<file path="config.mk">
export PLATFORM = sky130hd
export DESIGN_NAME = seq_detect_scheduler
export DESIGN_NICKNAME = d
export VERILOG_FILES = /design/src/rtl/seq_detect_pkg.sv /design/src/rtl/mealy_seq_detector.sv /design/src/rtl/seq_detect_scheduler.sv
export SDC_FILE = /design/constraint.sdc
export NUM_CORES = 1
export LEC_CHECK = 0
export BUFFER_PORTS_ARGS = -buffer_cell sky130_fd_sc_hd__buf_2
export CAP_MARGIN = 10
export CORE_ASPECT_RATIO = 0.8
export CORE_MARGIN = 5
export CORE_UTILIZATION = 60
export CTS_BUF_LIST = sky130_fd_sc_hd__clkbuf_2
export DETAILED_ROUTE_END_ITERATION = 12
export PLACE_DENSITY = 0.95
export SLEW_MARGIN = 20
export SYNTH_ARGS = -nofsm -noshare
export SYNTH_HDL_FRONTEND = slang
export SYNTH_SLANG_ARGS = --single-unit
</file>
<file path="constraint.sdc">
create_clock -name clk -period 6.11 [get_ports clk]
set_input_delay 1.222 -clock clk [delete_from_list [all_inputs] [get_ports clk]]
set_output_delay 1.222 -clock clk [all_outputs]
set_load 0.1 [all_outputs]
</file>
<file path="src/rtl/seq_detect_pkg.sv">
// Shared definitions for the "101" sequence detector and its word scheduler.
//   - fsm_state_t : scheduler states (IDLE, SHIFT, DONE)
//   - det_state_t : Mealy detector states (S0, S1, S2)
//   - DEF_DATA_W / DEF_CNT_W : default word and match-counter widths
package seq_detect_pkg;

  localparam int DEF_DATA_W = 16;
  localparam int DEF_CNT_W  = 5;

  typedef enum logic [1:0] {
    IDLE  = 2'd0,
    SHIFT = 2'd1,
    DONE  = 2'd2
  } fsm_state_t;

  typedef enum logic [1:0] {
    S0 = 2'd0,  // nothing useful seen
    S1 = 2'd1,  // seen "1"
    S2 = 2'd2   // seen "10"
  } det_state_t;

endpackage

</file>
<file path="src/rtl/mealy_seq_detector.sv">
// Serial "101" Mealy detector.
// Ports:
//   clk, reset_n : clock, asynchronous active-low reset (state -> S0)
//   clr          : synchronous clear to S0 (has priority over en)
//   en           : advance the state on this edge
//   overlap      : 1 = after a match continue from S1, 0 = restart at S0
//   x            : serial input bit
//   y            : combinational match output (S2 and x=1)
module mealy_seq_detector
  import seq_detect_pkg::*;
(
  input  logic clk,
  input  logic reset_n,
  input  logic clr,
  input  logic en,
  input  logic overlap,
  input  logic x,
  output logic y
);

  det_state_t state, next_state;

  // NOTE: sequential state uses non-blocking assignments so every register
  // samples pre-edge values regardless of process ordering.
  always_ff @(posedge clk or negedge reset_n) begin
    if (!reset_n)   state <= S0;
    else if (clr)   state <= S0;
    else if (en)    state <= next_state;
  end

  // NOTE: defaults are assigned first so no path through the case leaves an
  // output unassigned, which would infer a latch.
  always_comb begin
    next_state = state;
    y          = 1'b0;
    unique case (state)
      S0: next_state = x ? S1 : S0;
      S1: next_state = x ? S1 : S2;
      S2: begin
        if (x) begin
          y          = 1'b1;
          next_state = overlap ? S1 : S0;
        end else begin
          next_state = S0;
        end
      end
      default: next_state = S0;
    endcase
  end

endmodule

</file>
<file path="src/rtl/seq_detect_scheduler.sv">
// Word-to-bit scheduler around the serial "101" detector.
// Accepts a DATA_W-bit word (valid/ready), shifts it MSB-first into the
// detector one bit per clock, accumulates a saturating match count and a
// per-bit match mask, then offers the result (valid/ready).
// Ports:
//   clk, reset_n                     : clock, async active-low reset
//   in_valid/in_ready/in_data        : input word handshake (ready only in IDLE)
//   in_overlap                       : overlap mode, captured on accept
//   out_valid/out_ready              : result handshake (valid only in DONE)
//   out_count, out_mask              : match count, mask (bit i = match on in_data[i])
//   busy                             : SHIFT or DONE
//   ser_x, ser_y                     : detector input / match output (debug)
// Configuration macro: SEQ_CARRY_EN -- when defined the detector state is not
// cleared on accept, so patterns spanning word boundaries are detected.
module seq_detect_scheduler
  import seq_detect_pkg::*;
#(
  parameter int DATA_W = DEF_DATA_W,
  parameter int CNT_W  = DEF_CNT_W
) (
  input  logic              clk,
  input  logic              reset_n,
  input  logic              in_valid,
  output logic              in_ready,
  input  logic [DATA_W-1:0] in_data,
  input  logic              in_overlap,
  output logic              out_valid,
  input  logic              out_ready,
  output logic [CNT_W-1:0]  out_count,
  output logic [DATA_W-1:0] out_mask,
  output logic              busy,
  output logic              ser_x,
  output logic              ser_y
);

  localparam int IDX_W = $clog2(DATA_W);

  fsm_state_t        state, next_state;
  logic [DATA_W-1:0] shreg;
  logic [IDX_W-1:0]  bit_idx;
  logic [CNT_W-1:0]  count;
  logic [DATA_W-1:0] mask;
  logic              overlap_q;
  logic              accept;
  logic              det_clr;

  assign accept = (state == IDLE) && in_valid;

`ifdef SEQ_CARRY_EN
  assign det_clr = 1'b0;
`else
  assign det_clr = accept;
`endif

  mealy_seq_detector u_det (
    .clk     (clk),
    .reset_n (reset_n),
    .clr     (det_clr),
    .en      (state == SHIFT),
    .overlap (overlap_q),
    .x       (ser_x),
    .y       (ser_y)
  );

  always_ff @(posedge clk or negedge reset_n) begin
    if (!reset_n) state <= IDLE;
    else          state <= next_state;
  end

  always_comb begin
    next_state = state;
    unique case (state)
      IDLE:    if (in_valid)          next_state = SHIFT;
      SHIFT:   if (bit_idx == '0)     next_state = DONE;
      DONE:    if (out_ready)         next_state = IDLE;
      default:                        next_state = IDLE;
    endcase
  end

  always_ff @(posedge clk or negedge reset_n) begin
    if (!reset_n) begin
      shreg     <= '0;
      bit_idx   <= '0;
      count     <= '0;
      mask      <= '0;
      overlap_q <= 1'b0;
    end else if (accept) begin
      shreg     <= in_data;
      bit_idx   <= IDX_W'(DATA_W - 1);
      count     <= '0;
      mask      <= '0;
      overlap_q <= in_overlap;
    end else if (state == SHIFT) begin
      if (ser_y) begin
        if (count != '1) count <= count + CNT_W'(1);  // saturate at all-ones
        mask[bit_idx] <= 1'b1;
      end
      shreg   <= {shreg[DATA_W-2:0], 1'b0};
      bit_idx <= bit_idx - IDX_W'(1);
    end
  end

  assign in_ready  = (state == IDLE);
  assign out_valid = (state == DONE);
  assign busy      = (state == SHIFT) || (state == DONE);
  assign ser_x     = (state == SHIFT) && shreg[DATA_W-1];
  assign out_count = count;
  assign out_mask  = mask;

endmodule

</file>
Word-level counts from Yosys, hierarchy flattened
Index checks and enable logic that the tools add are counted.
{ "op_classes": {"n_eq_ne": 8, "n_div": 0, "n_addsub": 2, "bitwise_logic": 1, "n_shift": 0, "mul": 0, "reduce_logical": 13, "n_mux": 26, "order_cmp": 2} }
{ "ops": {"columns": ["operator", "count"], "rows": [
  ["$mux 16", 5],
  ["$mux 5", 4],
  ["$or 16x16->16", 1],
  ["$mux 2", 7],
  ["$pmux 2 s3", 2],
  ["$mux 4", 2],
  ["$reduce_and 3->1", 2],
  ["$reduce_bool 2->1", 3],
  ["$add 5x1->5 const B", 1],
  ["$lt 4x5->1 const B", 1],
  ["$mux 1", 5],
  ["$ne 5x5->1 const B", 1],
  ["$demux 1 s4", 1],
  ["$eq 2x1->1 const B", 2],
  ["$eq 2x2->1 const B", 2],
  ["$ge 4x1->1 const B", 1],
  ["$logic_not 2->1", 2],
  ["$logic_not 4->1", 1],
  ["$ne 2x2->1 const B", 2],
  ["$sub 4x1->4 const B", 1],
  ["$logic_and 1x1->1", 3],
  ["$ne 2x1->1 const B", 1],
  ["$reduce_and 2->1", 1],
  ["$logic_or 1x1->1", 1]
]} }
{ "word_totals": {"output_inout_bits": 26, "elab_cells": 59, "latchBits": 0, "ram_bits": 0, "mem_bits_ro": 0, "n_memories": 0, "regBits": 46} }

Longest topological paths before layout
{ "depth": {"depth_word": 8, "depth_mapped": 8, "ltp_nobuf": 6} }

Cells and area by module
A second synthesis with hierarchy kept.
{ "unflattened": {"hier_cells": 205, "area_unflattened_um2": 2138.3} }
{ "modules_own_cells": {"columns": ["mod", "cells_per_inst", "area_per_inst_um2", "n_inst"], "rows": [
  ["seq_detect_scheduler", 194, 2021.9, 1],
  ["mealy_seq_detector", 11, 116.4, 1]
]} }

Worst setup path before layout
OpenSTA, ideal clock, no wires.
{ "synth_path": {"kind": "reg-to-output", "from": "reg state[1]", "to": "out ser_y", "setup_slack_ns": 3.200, "required_ns": 4.888, "path_buffers": 2, "arrival_ns": 1.688, "path_stages_with_launch": 7, "cell_sequence": "dfrtp_1 inv_1 ha_1 clkbuf_8 nand4b_1 clkinv_1 buf_2"} }
{ "synth_via": {"elab_chain_len": 4} }
{ "synth_rtl": {"columns": ["element", "line_no", "rtl"], "rows": [
  ["start, declared", "seq_detect_scheduler.sv:38", "fsm_state_t state, next_state;"],
  ["start signal, assigned", "seq_detect_scheduler.sv:67", "else state <= next_state;"],
  ["$eq 2x1->1", "seq_detect_scheduler.sv:106", "assign ser_x = (state == SHIFT) && shreg[DATA_W-1];"],
  ["$logic_and 1x1->1", "seq_detect_scheduler.sv:106", null],
  ["$mux 1", "mealy_seq_detector.sv:40", "if (x) begin"],
  ["$mux 1", "mealy_seq_detector.sv:36", "unique case (state)"],
  ["end, declared", "seq_detect_scheduler.sv:33", "output logic ser_y"]
]} }
No other way between the ends.

Worst setup path after layout
Same ends and word-level chain as after synthesis.

==> qor.txt <==
Tcrit/Tclk final -> 63.7%
I/O Buffers -> 46
Crit Path Class -> reg2out
Cell Area, Synth -> 2140 µm²
Met2 Use GR -> 28.6%
CP Launch Type -> flip-flop
Reg-to-reg endpoint -> out_mask[15]
Final Core Density -> 71.4%
CTS Buffer Depth -> 2
DIE AREA -> 4870 µm²
Core area -> 3450 µm²
Ant. Diodes -> 0
First-pass GRT wire length -> 7030 µm
Peak supply drop -> 0.000273 V
Syn Nets -> 239
Max Clock Freq -> 257 MHz
I/O pin cnt -> 47
Syn Inst Count -> 207
Share of layout cells above drive strength 1 -> 23.3%
Die Y -> 63.4 µm
Final wirelength -> 4130 µm
Hold Fails Final Rpt -> 0
Die Span X -> 76.8 µm
Yosys top cell by area -> dfrtp_1
GR peak layer -> met2
Power per standard cell area -> 441 nW/µm²
Routed wire per std cell -> 14.0 µm
Initial Utilization -> 62.1%
DR pass1 iterations -> 5
Antenna violations before repair -> 0
Synth warnings -> 0
Hold path start -> overlap_q
GRT overflow -> 0
Async set-reset flop share out of synthesis -> 100%
Root Buffer -> clkbuf_2
Initial DRC count -> 112
CTS tree -> built
R2R depth -> 7
H-tree levels -> 2
Crit end category -> primary output
RSZ-0062 raised after global routing -> false
WP data arrival -> 2.67 ns
Number of max-cap violations -> 0
Vias after detailed routing -> 1,619
Worst hold path type -> reg2reg
Final clock skew -> 0.0216 ns
Reg-to-Reg Start -> state[1]
Post-synth EDFFs -> 0
Reg-to-reg setup timing slack -> 3.90 ns
Routability Congestion -> 0.794
Post-DP HPWL -> 2810 µm
Met1 Use GR -> 23.8%
P_leak -> 1.26 nW
Top FF cell, synth -> dfrtp_1
Clock slew at reported path FFs -> 0.24 ns
DRC Markers -> 0
Clk sink count -> 46
Total GRT Usage -> 18.0%
Max_slew headroom -> 62.7%
Final setup fails -> 0
Yosys top cell area share -> 53.7%
Largest cells by area after synthesis -> dfrtp_1 (54%), mux2i_1 (7.5%), ha_1 (6.4%)
Register area share after synthesis -> 53.7%
Hold depth -> 2
Via-to-Cell Ratio -> 5.49
Yosys reg bits -> 46
Status -> finished clean
Worst-path fanout max -> 28
Vias in the first global route -> 1,502
Max Transition Viols Final -> 0
Cts repair resizes -> 0
Worst hold path endpoint -> overlap_q
Post-CTS setup buffer count -> 0
Setup_tns -> 0 ns
Worst-margin pin slew -> 0.559 ns
Worst-Skew Late Latency -> 0.42 ns
# rows -> 19
Met3 usage -> 4.70%
Layout net count -> 284
Critical path origin -> state[1]
Largest net degree at the start of global routing -> 55
Layout area overhead -> 14.9%
Required @ worst endpoint -> 4.89 ns
# hold bufs at CTS -> 0
Synthesized area per cell -> 10.3 µm²
Minimum clock period -> 3.89 ns
ANT nets after route -> 0
Clock buffer count from CTS -> 5
Unique cell type count in the Yosys netlist -> 30
-- flip-flops by register name, indices dropped and copies added, names as in the netlist --
register	count
out_mask	16
bit_idx	4
shreg	16
u_det.state	2
out_count	5
state	2
overlap_q	1
-- worst max-delay path by stage --
stage	slack, ns	depth (start not counted)	end
after floorplan	3.20	6	ser_y
after global placement	2.80	6	ser_y
after detailed placement	2.75	6	ser_y
after CTS	2.23	6	ser_y
after global routing	2.02	6	ser_y
final	2.22	6	ser_y
-- synthesized netlist by cell type (all sizes together), types with 2 or more instances --
cell type / n
ha: 11
buf: 2
nand2: 26
nor2b: 4
and2: 3
a31oi: 17
xnor2: 2
and3: 2
clkbuf: 8
inv: 7
nand2b: 2
nor2: 19
a21oi: 6
nand3b: 3
o21ai: 21
mux2i: 16
mux2: 2
dfrtp: 46
-- placed cells by master, fill, tap and decap left out, types with 3 or more instances in the layout --
cell	n
nor2_1	19
mux2i_1	16
ha_1	11
clkbuf_2	5
dfrtp_1	46
a31oi_1	17
buf_2	45
nor2b_1	4
o21ai_0	21
nand2_1	26
inv_1	7
a21oi_1	6
and2_1	3
buf_4	3
nand3b_1	3
-- through the flow --
step,worst slack [ns],area (µm²),power [W],hold WS [ns],std cells
after floorplan,3.20,2140,0.000839,0.438,207
after global placement,2.80,2390,0.000899,0.457,287
after detailed placement,2.75,2390,0.000916,0.462,287
after CTS,2.23,2460,0.00108,0.509,295
after global routing,2.02,2460,0.00115,0.554,295
final,2.22,2460,0.00108,0.507,295
-- cell type report --
class	count	area, µm²
Sequential cell	46	1150
Fill cell	247	986
Multi-Input combinational cell	143	911
Timing Repair Buffer	48	248
Tap cell	42	52.6
Clock inverter	3	43.8
Inverter	8	30.0
Clock buffer	5	25.0
-- metal layers --
metal | vias up | part of all wire (%)
li1 | 811 | -
met1 | 765 | 45
met2 | 39 | 49
met3 | 4 | 5.3
met4 | 0 | 1.5
met5 | - | 0
-- where the power goes --
part           switching, W  internal (W)  leakage, nW
clock network      0.000101     0.0000702       0.0433
registers         0.0000550      0.000382        0.595
logic              0.000329      0.000148        0.625
-- cell families (layout without fill, tap and decap cells) --
| family | count (synthesis) | in the layout | synth area share, % |
|---|---|---|---|
| AOI/OAI and AO/OA | 46 | 46 | 12.1 |
| xor gates and xnor gates | 2 | 2 | 0.818 |
| adders and majority gates | 11 | 11 | 6.43 |
| buffers and inverters | 18 | 64 | 3.74 |
| DFF | 46 | 46 | 53.7 |
| muxes | 18 | 18 | 8.53 |
| and+or+nand+nor | 66 | 66 | 14.7 |
-- critical path, cell delays in order (launching register included) --
cell	delay [ns]
dfrtp_1	0.45
inv_1	0.13
ha_1	0.16
buf_4	0.33
nand4b_1	0.31
clkinv_1	0.37
buf_2	0.50
Power figures use the tool's default switching activity.
